[config.mk]
export PLATFORM = sky130hd
export DESIGN_NAME = switch_event_capture
export DESIGN_NICKNAME = d
export VERILOG_FILES = /design/src/rtl/switch_pkg.sv /design/src/rtl/switch_debounce_bit.sv /design/src/rtl/switch_event_capture.sv
export SDC_FILE = /design/constraint.sdc
export NUM_CORES = 1
export LEC_CHECK = 0
export ABC_AREA = 1
export BUFFER_PORTS_ARGS = -buffer_cell sky130_fd_sc_hd__buf_2
export CORE_MARGIN = 1
export CORE_UTILIZATION = 57
export CTS_CLUSTER_DIAMETER = 80
export DETAILED_ROUTE_END_ITERATION = 10
export PLACE_DENSITY = 0.79
export REMOVE_ABC_BUFFERS = 1
export SLEW_MARGIN = 40
export SYNTH_ARGS = -nofsm -noshare
export SYNTH_HDL_FRONTEND = slang
export SYNTH_SLANG_ARGS = --single-unit
[constraint.sdc]
create_clock -name clk -period 1.7 [get_ports clk]
set_input_delay 0.085 -clock clk [delete_from_list [all_inputs] [get_ports clk]]
set_output_delay 0.085 -clock clk [all_outputs]
set_load 0.01 [all_outputs]
[src/rtl/switch_pkg.sv]
// Shared sizing defaults and helpers for the switch capture front end.
package switch_pkg;

    localparam int N_SW_DEFAULT     = 6;
    localparam int DB_TICKS_DEFAULT = 4;

    typedef logic [N_SW_DEFAULT-1:0] sw_vec_t;

    // Counter must hold values 0..ticks, so it needs clog2(ticks+1) bits.
    function automatic int db_cnt_w(input int ticks);
        return $clog2(ticks + 1);
    endfunction

endpackage

[src/rtl/switch_debounce_bit.sv]
// One switch lane: 2-flop synchroniser, tick-gated stability counter and
// debounced output flop. flip_o is registered and pulses in the cycle right
// after the output level toggles.
module switch_debounce_bit
    import switch_pkg::*;
#(
    parameter int   DB_TICKS = DB_TICKS_DEFAULT,
    parameter logic RST_VAL  = 1'b0
) (
    input  logic clk,
    input  logic rst_n,
    input  logic raw_i,
    input  logic tick_i,
    output logic level_o,
    output logic flip_o
);

    localparam int CW = db_cnt_w(DB_TICKS);

    logic          s1_q, s2_q;
    logic          lvl_q, lvl_d;
    logic          flip_q, flip_d;
    logic [CW-1:0] cnt_q, cnt_d, cnt_inc;

    // Counter clears whenever the synced level agrees with the output, and
    // only advances on tick while they disagree; reaching DB_TICKS toggles.
    always_comb begin
        cnt_inc = cnt_q + CW'(1);
        cnt_d   = cnt_q;
        lvl_d   = lvl_q;
        flip_d  = 1'b0;
        if (s2_q == lvl_q) begin
            cnt_d = '0;
        end else if (tick_i) begin
            if (cnt_inc == CW'(DB_TICKS)) begin
                lvl_d  = ~lvl_q;
                cnt_d  = '0;
                flip_d = 1'b1;
            end else begin
                cnt_d = cnt_inc;
            end
        end
    end

    // Synchroniser, counter, level and flip registers.
    always_ff @(posedge clk or negedge rst_n) begin
        if (!rst_n) begin
            s1_q   <= RST_VAL;
            s2_q   <= RST_VAL;
            lvl_q  <= RST_VAL;
            cnt_q  <= '0;
            flip_q <= 1'b0;
        end else begin
            s1_q   <= raw_i;
            s2_q   <= s1_q;
            lvl_q  <= lvl_d;
            cnt_q  <= cnt_d;
            flip_q <= flip_d;
        end
    end

    assign level_o = lvl_q;
    assign flip_o  = flip_q;

endmodule

[src/rtl/switch_event_capture.sv]
// Debounced switch bank with a valid/ready change-event port. Lanes are
// independent; the top only merges their flips into one event register.
module switch_event_capture
    import switch_pkg::*;
#(
    parameter int              N_SW     = N_SW_DEFAULT,
    parameter int              DB_TICKS = DB_TICKS_DEFAULT,
    parameter logic [N_SW-1:0] RST_VAL  = '0
) (
    input  logic            clk,
    input  logic            rst_n,
    input  logic [N_SW-1:0] sw_raw,
    input  logic            tick,
    output logic [N_SW-1:0] sw_out,
    output logic            evt_valid,
    input  logic            evt_ready,
    output logic [N_SW-1:0] evt_mask,
    output logic [N_SW-1:0] evt_data,
    output logic            ovf,
    input  logic            ovf_clr
);

    logic [N_SW-1:0] level;
    logic [N_SW-1:0] flip;

    for (genvar g = 0; g < N_SW; g++) begin : g_lane
        switch_debounce_bit #(
            .DB_TICKS (DB_TICKS),
            .RST_VAL  (RST_VAL[g])
        ) u_db (
            .clk     (clk),
            .rst_n   (rst_n),
            .raw_i   (sw_raw[g]),
            .tick_i  (tick),
            .level_o (level[g]),
            .flip_o  (flip[g])
        );
    end

    logic            valid_q, valid_d;
    logic [N_SW-1:0] mask_q, mask_d;
    logic [N_SW-1:0] data_q, data_d;
    logic            ovf_q, ovf_d;
    logic            accept;

    // Event merge: a new flip opens an event (or restarts it on accept),
    // otherwise flips OR into the pending mask; re-flipping a pending bit
    // marks overflow. Clear wins over a same-cycle overflow set.
    always_comb begin
        accept  = valid_q && evt_ready;
        valid_d = valid_q;
        mask_d  = mask_q;
        data_d  = data_q;
        ovf_d   = ovf_q;
        if (|flip) begin
            data_d = level;
            if (!valid_q || accept) begin
                valid_d = 1'b1;
                mask_d  = flip;
            end else begin
                mask_d = mask_q | flip;
                if (|(flip & mask_q)) ovf_d = 1'b1;
            end
        end else if (accept) begin
            valid_d = 1'b0;
            mask_d  = '0;
        end
        if (ovf_clr) ovf_d = 1'b0;
    end

    // Event register and sticky overflow flag.
    always_ff @(posedge clk or negedge rst_n) begin
        if (!rst_n) begin
            valid_q <= 1'b0;
            mask_q  <= '0;
            data_q  <= RST_VAL;
            ovf_q   <= 1'b0;
        end else begin
            valid_q <= valid_d;
            mask_q  <= mask_d;
            data_q  <= data_d;
            ovf_q   <= ovf_d;
        end
    end

    assign sw_out    = level;
    assign evt_valid = valid_q;
    assign evt_mask  = mask_q;
    assign evt_data  = data_q;
    assign ovf       = ovf_q;

endmodule

* Word level (Yosys, flattened, before mapping)
Index checks and enable logic that the tools add are counted.
Cells by class: $add $sub $neg 6, equal/unequal tests 14, muxes and demuxes 46, bitwise gates (word level) 14, reductions and logical operators 22
Operators by type and width (number):
- 2-to-1 mux 3 bit | 18
- 2-to-1 mux 1 bit | 25
- AND reduction 3 bit | 7
- adder 3 x 1 -> 3 bit, second input constant | 6
- == test 3 bit, second input constant | 6
- 2-to-1 mux 6 bit | 3
- nonzero test 2 bit | 9
- inverter 1 bit | 12
- OR reduction 6 bit | 2
- AND 6 bit | 1
- == test 1 bit | 6
- OR 6 bit | 1
- != test 2 x 1 -> 1 bit, second input constant | 1
- != test 2 bit, second input constant | 1
- AND reduction 2 bit | 1
- logical AND 1 bit | 1
- zero test 1 bit | 1
- logical OR 1 bit | 1
Word-level totals: register bits 56, bits of input ports 11, output and inout bits 20, logic and storage cells 136

* Longest topological paths before layout
Gate-level depths: netlist of the first run.
depth after elaboration 6, gate-level depth with buffers 7, mapped depth without buffers 7

* Modules after synthesis
Synthesis of the first run repeated with hierarchy kept, for this count alone.
Second synthesis, totals: cells, all modules 305, area total of the unflattened synthesis 2755.1 um^2
By module, submodules not included:
- switch_debounce_bit | times used 6, cells an instance 38, area each 355.3 um^2
- switch_event_capture | times used 1, cells an instance 77, area each 623.1 um^2

* Least setup slack after synthesis of the first run
Ideal clock, no wire load.
kind register -> register, from reg g_lane[3].u_db.cnt_q[0], to reg g_lane[3].u_db.lvl_q, data arrival time 1.108 ns, required time 1.577 ns, slack 0.469 ns, cell stages (with the launch flop) 6, path buffers 0, clock period less this slack 1.231 ns, cell sequence dfrtp_1 ha_1 xor2_1 nand2_1 o21ai_0 nand2_1
On the way: cells in the longest elaborated chain, start to end 3
RTL lines:
- start, declared | line switch_debounce_bit.sv:23 | logic [CW-1:0] cnt_q, cnt_d, cnt_inc;
- start signal, assigned | line switch_debounce_bit.sv:57 | cnt_q <= cnt_d;
- adder 3 x 1 -> 3 bit | line switch_debounce_bit.sv:28 | cnt_inc = cnt_q + CW'(1);
- == test 3 bit | line switch_debounce_bit.sv:35 | if (cnt_inc == CW'(DB_TICKS)) begin
- AND reduction 3 bit (no line)
- end signal, assigned | line switch_debounce_bit.sv:56 | lvl_q <= lvl_d;
- end, declared | line switch_debounce_bit.sv:21 | logic lvl_q, lvl_d;
Every way passes these cells. A chain may end at the register's enable or synchronous reset.

* Worst setup path in the final report of the first run
from reg g_lane[5].u_db.cnt_q[0], to reg g_lane[5].u_db.lvl_q
On the way: cells in the longest elaborated chain, start to end 3
RTL lines (line):
- start, declared | switch_debounce_bit.sv:23
- start signal, assigned | switch_debounce_bit.sv:57
- adder 3 x 1 -> 3 bit | switch_debounce_bit.sv:28
- == test 3 bit | switch_debounce_bit.sv:35
- AND reduction 3 bit (no line)
- end signal, assigned | switch_debounce_bit.sv:56
- end, declared | switch_debounce_bit.sv:21
Every way passes these cells.

==> results.md, run 1 <==
- The average wire per standard cell is 12.1 um.
- After synthesis, the cell types taking the most area are dfrtp_1 57%, nand2_1 11%, nand3_1 6.3%, ha_1 6.1%, inv_1 4.9%.
- The final route contains roughly 1800 vias.
- The total number of clock tree sinks is 56.
- The sequential share of the synthesized area is 0.566.
- The number of maximum-capacitance constraint violations is 0.
- The post-synthesis async set-or-reset flop share is 1.00.
- The critical setup path kind is flip-flop to flip-flop.
- The area share of the leading cell type in the synthesized netlist is 0.566.
- The gate count of the mapped netlist is 263.
- The worst path needs 1.36 ns of the cycle, external delays included.
- Sorting the synthesized cells by how often they occur yields 70 x nand2_1, 56 x dfrtp_1, 32 x inv_1.
- The residual antenna-violating net count after detailed routing is 0.
- The clock passes through at most 2 buffers.
- The number of antenna diodes is 0.
- 31 I/O pins were placed.
- The tightest hold path in the finished design has a slack of 0.0666 ns.
- The number of antenna violations at the first check in global routing is 0.
- Traced cell by cell, the critical path runs through ha_1 -> xor2_1 -> nand2_1 -> nor2_1 -> nand2_1 -> nand2_1.
- Of the total power, registers draw 0.551.
- Of the total power, the share spent switching nets is 0.236.
- The count of pins over their slew limit is 0.
- The largest net degree at the start of global routing is 57.
- The worst-case headroom to the max-slew limit is 0.773.
- The number of DRC violations after detailed-routing iteration 0 is 99.
- The achievable frequency is 733 MHz.
- The final estimated routing congestion in global placement is between 0.8 and 0.9.
- The clock tree synthesis step divided the H-tree into 2 levels.
- The clock root buffer is clkbuf_8.
- The area of the die is 4610 um2.
- In this design, the critical path's most frequently occurring cell is nand2_1.
- The worst hold path passes through 4 cells.
- The worst setup skew after layout is 0.0109 ns.
- For the pin with the worst max-slew slack, the measured transition is around 0.34 ns.
- Among all flip-flop cells after synthesis, the most frequent one is dfrtp_1.
- The net count reported at finish is 324.
- In the routed layout, each cell is associated on average with a via count of 5.16.
- The critical path data arrival time is 1.61 ns.
- In this run the power spent charging and discharging nets is around 630 uW.
- The Yosys step of the flow raised 0 warnings.
- The leakage component of the power is 0.00161 uW.
- Setup repair after global routing left no endpoint under its margin.
- The areal power density over the cells is roughly 930 nW/um2.
- The worst setup path is launched from a flip-flop.
- By area, the combinational part of the netlist is dominated by simple AND/OR/NAND/NOR gates.
- Summed over all nets, the half-perimeter wirelength after detailed placement is 2950 um.
- After routing, the total negative slack on setup checks comes to 0 ns.
- The category of the worst setup path capture point is a flip-flop.
- dfrtp_1 takes more of the synthesized area than any other cell.
- The clock-pin slew reported for the worst setup and hold paths after clock tree synthesis is 0.09 ns.
- The global-route wire length before repair is 7210 um.
- The remaining global-route overflow is 0.
- The area growth from synthesis to layout is 16.0%.
- For this block, wires on met1 add up to 1930 um.
- The synthesized netlist occupies a cell area of 2470 um2.
- The die height is 67.9 um.
- The global-route total usage across every layer is 0.213.
- Of the post-synthesis cell area, the part taken by muxes is 0.
- The first detailed-routing pass took 4 iterations.
- On the critical path, the stage with the largest delay is an instance of dfrtp_1.
- The total wire length after detailed routing is 4260 um.
- The run finished with clean final reports.
- The hold violation count in the final report is 0.
- The starting utilization of the core area is 0.606.
- The routed design uses 2130 um of met2 wire.
- The adder-cell share of the synthesized area is 0.0607.
- After floorplanning, the core was divided into 23 placement rows.
- The depth of the most critical reg-to-reg path is 6.
- The number of post-CTS setup repair buffers is 0.
- Across the VDD grid, the largest voltage drop is 0.745 mV.
- During placement, the flow inserted port buffers numbering 30.
- After floorplanning, the core was sized to cover 4090 um2.
- The area share of and/or/nand/nor cells after synthesis is 0.213.
- Gates resized during post-CTS repair numbered 0.
- The number of global-route vias before repair was around 1700.
- The clock tree from TritonCTS is built.
- The chip width is ~68 um.
- The mean post-synth cell area is 9.41 um2.
- On the worst path, the slowest cell contributes a delay of 0.42 ns.
- The number of buffers inserted during clock tree synthesis is 5.
- The number of synthesized flops with an enable pin is 0.
- nand2_1 is the most common cell in the netlist.
- The number of failing setup endpoints in the final timing report is 0.
- The clock latency on the worst-skew pair is 0.31 ns.
- The count of different cell masters after synthesis is 18.
- The number of hold buffers added after CTS was 7.
- The worst min-delay path category is input pin to flip-flop.
- The post-synthesis xor/xnor area fraction is 0.0485.
- After synthesis the netlist holds a flip-flop and latch count of 56.
- The clock power share is 0.348.
- The detailed router used layers up to and including met4.
- After detailed routing, the number of remaining DRC violations is 0.
- The cell-internal power is approximately 2000 uW.
- Of all nets on the critical path, the largest fanout is 4.
- The data required time of the worst path is between 1.5 and 2 ns.
- The proportion of power drawn by combinational gates is 0.101.
- Summed over all nets, wire length on met3 after detailed routing comes to 162 um.
- The final critical-path share of the clock period is 0.803.
- The area fraction in compound gates after synthesis is 0.0359.
- Of the cells placed in the final design, the portion with a size suffix greater than 1 is 0.162.
## state kept, by name, summed over array words and instances, names as in the netlist
name and cells:
evt_valid 1, g_lane.u_db.s1_q 6, evt_data 6, g_lane.u_db.s2_q 6, g_lane.u_db.flip_o 6, g_lane.u_db.level_o 6
ovf 1, evt_mask 6, g_lane.u_db.cnt_q 18
## area by class of cell
| class | count | area, um2 |
|---|---|---|
| clock buffers | 7 | 96.3 |
| clock inverters | 1 | 30.0 |
| fillers | 312 | 1210 |
| inverters | 32 | 120 |
| multi-input cells | 165 | 886 |
| flip-flops and latches | 56 | 1400 |
| well taps | 50 | 62.6 |
| repair buffers | 41 | 275 |
## logic make-up after synthesis
logic type / after synthesis
flip-flops: 56
XOR/XNOR: 12
adder cells (fa/ha/maj): 12
AO/OA/AOI/OAI: 17
AND/OR/NAND/NOR: 124
buffers and inverters: 42
## worst paths after layout
kind	startpoint	to	slack [ns]
min in group asynchronous	rst_n	g_lane[4].u_db.s1_q	0.29
max reg2reg	g_lane[5].u_db.cnt_q[0]	g_lane[5].u_db.level_o	0.34
max	g_lane[5].u_db.cnt_q[0]	g_lane[5].u_db.level_o	0.34
max in group asynchronous	rst_n	evt_mask[3]	1.16
min reg2reg	g_lane[3].u_db.s1_q	g_lane[3].u_db.s2_q	0.36
min	ovf_clr	ovf	0.07
## placed cells by master, fill, tap and decap left out, types with 2 or more instances in the layout
| cell | n |
|---|---|
| buf_12 | 2 |
| dfrtp_1 | 56 |
| xnor2_1 | 4 |
| dlygate4sd3_1 | 7 |
| nor2_4 | 2 |
| buf_4 | 2 |
| nor2_1 | 18 |
| o21ai_0 | 9 |
| clkbuf_8 | 7 |
| inv_1 | 32 |
| buf_2 | 30 |
| xor2_2 | 2 |
| nand2_1 | 70 |
| nand3_1 | 31 |
| a21oi_1 | 6 |
| ha_1 | 12 |
| nand2_2 | 2 |
| xor2_1 | 6 |
## per-layer routing
| layer | track usage | up-vias |
|---|---|---|
| li1 | - | 889 |
| met1 | 0.273 | 891 |
| met2 | 0.364 | 34 |
| met3 | 0.0550 | 4 |
| met4 | 0.0469 | 0 |
| met5 | 0 | - |
## power by group through the flow
stage	clock network, uW	registers [uW]	logic (uW)
final	931	1470	270
after global routing	1000	1490	309
after CTS	943	1470	274
after detailed placement	0	1500	259
after global placement	0	1490	249
after floorplan	0	1510	116
## per-stage QoR
step	instances	setup slack, ns	instance area [um2]	power, uW	utilization
after floorplan	253	0.446	2410	1620	-
after global placement	337	0.428	2680	1740	0.655
after detailed placement	337	0.359	2680	1760	0.655
after CTS	352	0.338	2870	2690	0.703
after global routing	352	0.191	2870	2800	0.703
final	352	0.335	2870	2670	0.703
## worst max-delay path, delay by kind of cell, from the launching register on
kind | cells | cell delay, ns
and+or+nand+nor | 4 | 0.44
DFF | 1 | 0.42
xor gates and xnor gates | 1 | 0.23
adders and majority gates | 1 | 0.22
No activity file was read; power rests on OpenSTA's default activity.
==> run 2, diff against run 1 <==
clock period = 1.4 ns   (was 1.7 ns; I/O delays follow)
==> run 2 against run 1 <==
Against the previous run: clock power rose by 30%; core utilization up 1.3 points; combinational power grew 25%; sequential cell count unchanged; setup slack lost 0.29 ns; maximum frequency up 1.0%; first-iteration DRC count increased by 14%; sequential share of layout area fell by 0.88 points; via count fell by 0.88%; register-to-register slack worse by 0.29 ns; largest power group unchanged.
==> results.md, run 2 (synthesis gave the netlist of run 1 again) <==
- The clock-pin slew reported for the worst setup and hold paths after clock tree synthesis is 0.10 ns (about the same).
- The site row count came to 23 (unchanged).
- The largest net degree at the start of global routing came to 57 (unchanged).
- The core occupancy in the finished layout is 0.716 (+0.0129).
- The number of buffers inserted during clock tree synthesis is 5 (unchanged).
- The buffers plus inverters on the worst setup path was 0 (unchanged).
- The chip width is 67.9 um (unchanged).
- The filler cell count in the final layout is 296 (-5.1%).
- The total number of clock tree sinks was 56 (unchanged).
- The areal power density over the cells is 1140 nW/um2 (+22%).
- The worst voltage drop across the vdd grid is 0.771 mV (+3.5%).
- The actual slew at the worst max-slew pin is 0.288 ns (-0.0519 ns).
- The starting utilization of the core area is 0.606 (unchanged).
- The total negative slack is 0 ns (unchanged).
- The number of input and output port buffers inserted is 30 (unchanged).
- The final estimated routing congestion in global placement came to 0.761 (-9.5%).
- The worst stage delay on the critical path is 0.42 ns (about the same).
- The most frequent cell on the critical path is nand2_1.
- The leakage component of the power is 0.00163 uW (+1.3%).
- The I/O pin count is 31 (unchanged).
- The number of antenna diodes is 0 (unchanged).
- In this run the worst hold path is classified as input pin to flip-flop.
- The DRC violation count after routing came to 0 (unchanged).
- The residual antenna-violating net count after detailed routing is 0 (unchanged).
- The post-layout minimum cycle time is 1.35 ns (-0.0138 ns).
- The number of DRC violations after detailed-routing iteration 0 is 113 (+14%).
- The global-route total usage across every layer was 0.217 (+0.00371).
- The share of final-layout standard cells stronger than drive strength 1 is 0.190 (+0.0279).
- The worst hold slack across all endpoints is 0.0318 ns (-0.0349 ns).
- The achievable frequency is 740 MHz (+1.0%).
- The number of failing setup endpoints in the final timing report came to 0 (unchanged).
- The critical setup path kind is flip-flop to flip-flop.
- The count of pins over their slew limit is 0 (unchanged).
- The global-route wire length before repair is 7160 um (-0.67%).
- The count of vias placed by the detailed router came to 1802 (-0.88%).
- The number of maximum-capacitance constraint violations is 0 (unchanged).
- The area taken by multi-input logic gates is 906 um2 (+2.3%).
- The number of flip-flops under the largest register name is 18 (unchanged).
- Leaving out fill and tap cells, the most frequent cell in the layout is nand2_1.
- The largest fanout on the critical path is 4 (unchanged).
- The remaining global-route overflow was 0 (unchanged).
- The tree is rooted in a clkbuf_8.
- The number of global-route vias before repair is 1670 (-1.7%).
- Compared with the post-synthesis result, the final layout area differs by 18.1%.
- The sequential cell area in the final layout is 1400 um2 (unchanged).
- The area of the die was 4610 um2 (unchanged).
- The worst-case headroom to the max-slew limit is 0.808 (+0.0349).
- In the layout the commonest cells are 68 x nand2_1, 56 x dfrtp_1, 32 x inv_1.
- The family of cells with the greatest summed delay on the critical path is simple AND/OR/NAND/NOR gates.
- TritonCTS built the clock tree.
- The core outline area is 4090 um2 (unchanged).
- The clock latency on the worst-skew pair is 0.31 ns (about the same).
- The data required time of the worst path came to 1.66 ns (-0.28 ns).
- The hold violation count in the final report was 0 (unchanged).
- The net count reported at finish is 328 (+1.2%).
- STA classifies the critical path startpoint as a flip-flop.
- The register with the most flip-flops is g_lane.u_db.cnt_q.
- Among all stages on the critical path, the largest delay is contributed by dfrtp_1.
- The number of detailed-routing iterations run before antenna repair is 4 (unchanged).
- The critical path data arrival time was 1.61 ns (about the same).
- The number of antenna violations at the first check in global routing is 0 (unchanged).
- The worst setup skew after layout is 0.0128 ns (+0.00191 ns).
- The total wire length after detailed routing is 4310 um (+1.1%).
- The vias per cell came to 5.08 (-1.7%).
- The flow ran to the end, and the final reports show no timing, DRC or antenna violations.
- The category of the worst setup path capture point is a flip-flop.
- The die height is 67.9 um (unchanged).
- The half-perimeter wire length after placement is 2830 um (-4.1%).
- The total power consumption of the routed design is 3330 uW (+25%).
- The average wire per standard cell was 12.1 um (+0.23%).
- The H-tree depth reported by CTS is 2 (unchanged).
- The final critical-path share of the clock period is 0.965 (+0.162).
- Traced cell by cell, the critical path runs through ha_1 -> xor2_1 -> nand2_1 -> nor2_2 -> nand2_1 -> nand2_1.
- The maximum buffer depth of the clock tree was 2 (unchanged).
[run 2: area by class of cell]
cell class	count	share of cell area
tap	50	0.0214
inverter	32	0.0411
multi-input combinational	165	0.310
clock inverter	2	0.0205
sequential	56	0.479
timing repair buffer	45	0.104
clock buffer	5	0.0235
[run 2: timing repair]
item,CTS,global route
buffers inserted,0,3
setup endpoints to repair,0,5
gates resized for setup,0,9
hold endpoints to repair,62,0
hold buffers,7,0
[run 2: path summary, 6_finish.rpt]
path,startpoint,to,slack [ns],depth (start not counted)
worst min register to register,g_lane[1].u_db.s1_q,g_lane[1].u_db.s2_q,0.35,0
worst max-delay path,g_lane[5].u_db.cnt_q[0],g_lane[5].u_db.level_o,0.05,6
worst min-delay path,ovf_clr,ovf,0.03,4
min in group asynchronous,rst_n,evt_data[5],0.29,3
worst max register to register,g_lane[5].u_db.cnt_q[0],g_lane[5].u_db.level_o,0.05,6
max in group asynchronous,rst_n,g_lane[1].u_db.level_o,0.86,3
[run 2: power by group]
part	internal (uW)	switching (uW)
clock network	704	505
registers	1710	70.0
logic	146	192
[run 2: layer usage]
metal	vias up	global-route usage	wire length (um)
met5	-	0	0
met4	0	0.115	125
met3	11	0.0450	175
met2	48	0.364	2070
met1	848	0.262	1930
li1	895	-	-
[run 2: worst register-to-register path: cells and delay by family (launching register included)]
family	cells	cell delay, ns
AND/OR/NAND/NOR	4	0.44
flip-flops	1	0.42
adder cells (fa/ha/maj)	1	0.24
XOR/XNOR	1	0.22
[run 2: stage by stage]
| step | worst slack (ns) | instances | instance area [um2] |
|---|---|---|---|
| global route | -0.0120 | 355 | 2920 |
| CTS | 0.0242 | 352 | 2880 |
| floorplan | 0.146 | 253 | 2410 |
| detailed placement | 0.0553 | 338 | 2680 |
| global placement | 0.146 | 338 | 2680 |
| finish | 0.0489 | 355 | 2920 |
==> run 3, diff against run 2 <==
SETUP_SLACK_MARGIN = 0.5   (was default)
==> run 3 against run 2 <==
Against the previous run: sequential cell count unchanged; combinational power increased by 53%; global-route usage increased by 6.2 points; routed wire length increased by 52%; maximum frequency increased by 6.6%; first-iteration DRC count increased by 51%; core utilization increased by 15 points; final area increased by 20%.
==> results.md, run 3 (synthesis gave the netlist of run 1 again) <==
- The flow ran to the end, and the final reports show no timing, DRC or antenna violations.
- The number of global-route vias before repair is 2019 (+21%).
- The H-tree depth reported by CTS is 2 (unchanged).
- The endpoint identified for the worst register-to-register timing path is g_lane[2].u_db.cnt_q[0].
- The setup path with the least slack is of type flip-flop to flip-flop.
- TritonCTS built the clock tree.
- The actual slew at the worst max-slew pin is 0.297 ns (+0.00845 ns).
- More flip-flops sit in one register than any other, and that register is g_lane.u_db.cnt_q.
- The launching element of the worst setup path is g_lane[2].u_db.cnt_q[0].
- The total negative slack came to 0 ns (unchanged).
- The share of final-layout standard cells stronger than drive strength 1 is 0.450 (+0.260).
- The slowest cell on the critical path is dfrtp_1.
- The critical path data arrival time was 1.50 ns (-0.11 ns).
- The number of DRC violations after detailed-routing iteration 0 is 171 (+51%).
- The post-layout minimum cycle time came to 1.27 ns (-0.0832 ns).
- The half-perimeter wire length after placement is 2830 um (unchanged).
- The total placed cells including tap cells was 338 (unchanged).
- The met2 track demand over resource in global routing came to 0.465 (+0.101).
- The average wire per standard cell came to 16.8 um (+39%).
- The met1 track utilization from global routing came to 0.340 (+0.0778).
- The vias per cell is 5.42 (+6.8%).
- The number of buffers inserted during clock tree synthesis is 5 (unchanged).
- The worst min-delay path category is input pin to flip-flop.
- The worst stage delay on the critical path came to 0.41 ns (about the same).
- The number of input and output port buffers inserted is 30 (unchanged).
- The worst voltage drop across the vdd grid is 0.805 mV (+4.3%).
- The worst-case headroom to the max-slew limit is 0.802 (-0.00564).
- The starting utilization of the core area was 0.606 (unchanged).
- The largest fanout on the critical path is 3 (-1).
- The hold violation count in the final report is 0 (unchanged).
- The remaining global-route overflow is 0 (unchanged).
- The clock root buffer is clkbuf_8.
- The die height is 67.9 um (unchanged).
- The global-route total usage across every layer came to 0.279 (+0.0623).
- The areal power density over the cells was 1000 nW/um2 (-12%).
- The setup slack of the worst register-to-register path is 0.13 ns (+0.08 ns).
- The met3 usage is 0.0700 (+0.0250).
- The total wire length after detailed routing is 6550 um (+52%).
- The number of antenna violations at the first check in global routing is 0 (unchanged).
- The maximum buffer depth of the clock tree is 2 (unchanged).
- The net count reported at finish came to 363 (+11%).
- The global-route wire length before repair is 9190 um (+28%).
- The number of flip-flops under the largest register name came to 18 (unchanged).
- The worst setup path is captured at a flip-flop.
- In this run the worst setup path terminates at g_lane[2].u_db.cnt_q[0].
- The total number of clock tree sinks came to 56 (unchanged).
- The I/O pin count is 31 (unchanged).
- The chip width is 67.9 um (unchanged).
- The count of vias placed by the detailed router was 2114 (+17%).
- The achievable frequency came to 789 MHz (+6.6%).
- The clock-pin slew reported for the worst setup and hold paths after clock tree synthesis was 0.11 ns (about the same).
- The final estimated routing congestion in global placement is 0.761 (unchanged).
- The residual antenna-violating net count after detailed routing is 0 (unchanged).
- The final cell count without fillers came to 390 (+9.9%).
- The count of pins over their slew limit was 0 (unchanged).
- The number of failing setup endpoints in the final timing report is 0 (unchanged).
- The core occupancy in the finished layout was 0.862 (+0.146).
- The core outline area is 4090 um2 (unchanged).
- The number of maximum-capacitance constraint violations is 0 (unchanged).
- The number of antenna diodes is 0 (unchanged).
- The critical path goes through buf_4 -> ha_1 -> nand2_2 -> nand2_1 -> o21ai_2.
- The DRC violation count after routing is 0 (unchanged).
- The data required time of the worst path is 1.64 ns (-0.02 ns).
- The depth of the most critical reg-to-reg path is 5 (-1).
- The element type at the critical path start is a flip-flop.
- The top cell types in the final layout, fill and taps aside, are 57 x nand2_1, 53 x dfrtp_1, 36 x buf_4.
- The leakage component of the power was 0.00185 uW (+13%).
- The critical register-to-register path startpoint is g_lane[2].u_db.cnt_q[0].
- The clock latency on the worst-skew pair came to 0.32 ns (about the same).
- The number of detailed-routing iterations run before antenna repair came to 4 (unchanged).
- The largest net degree at the start of global routing was 57 (unchanged).
- Leaving out fill and tap cells, the most frequent cell in the layout is nand2_1.
- The area of the die is 4610 um2 (unchanged).
- The area growth from synthesis to layout is 42.3%.
- The site row count is 23 (unchanged).
- The final critical-path share of the clock period is 0.906 (-0.0594).
- The worst setup skew after layout is 0.0170 ns (+0.00428 ns).
- Setup repair after global routing could not meet its margin everywhere.
- The layer carrying the most global-route usage is met2.
## run 3: metal layers
layer,up-vias,part of all wire
li1,958,-
met3,15,0.065
met4,0,0.026
met5,-,0
met2,95,0.50
met1,1046,0.41
## run 3: final cells by class
class / count / area [um2]
clock buffers: 5 / 68.8
clock inverters: 2 / 60.1
fillers: 183 / 566
inverters: 32 / 120
multi-input cells: 165 / 1170
flip-flops and latches: 56 / 1410
well taps: 50 / 62.6
repair buffers: 80 / 637
## run 3: power breakdown
group	internal (uW)	leakage (uW)	switching [uW]
clock	704	0.0000642	514
combinational	245	0.00105	272
sequential	1710	0.000734	76.5
total	2660	0.00185	863
## run 3: how the worst min path moves through the flow
stage / start / end / slack (ns) / cells past startpoint
finish: ovf_clr / ovf / 0.02 / 4
global placement: rst_n / g_lane[3].u_db.s1_q / 0.09 / 2
CTS: ovf_clr / ovf / 0.02 / 4
detailed placement: rst_n / g_lane[3].u_db.s2_q / 0.09 / 2
global route: ovf_clr / ovf / 0.06 / 4
floorplan: rst_n / evt_data[0] / -0.23 / 0
## run 3: critical path, delay by kind of cell, from the launching register on
kind / cells / cell delay (ns)
compound gates: 1 / 0.17
fa+ha+maj: 1 / 0.22
simple gates: 2 / 0.23
buf+inv: 1 / 0.15
flops: 1 / 0.41
## run 3: timing repair
action                                  in CTS  in global routing
buffers inserted                            31                  7
pin swaps                                   49                 20
endpoints found under the hold margin       62                  0
resized for setup                           53                 41
hold buffers                                 7                  0
endpoints found under the setup margin      63                 63
## run 3: per-stage QoR
| step | total power, uW | instance area, um2 | setup slack, ns | hold WS (ns) |
|---|---|---|---|---|
| final | 3530 | 3520 | 0.132 | 0.0201 |
| after CTS | 3450 | 3280 | 0.226 | 0.0190 |
| after detailed placement | 2130 | 2680 | 0.0553 | 0.0885 |
| after global placement | 2120 | 2680 | 0.146 | 0.0874 |
| after floorplan | 1970 | 2410 | 0.146 | -0.226 |
| after global routing | 3660 | 3520 | 0.0837 | 0.0565 |
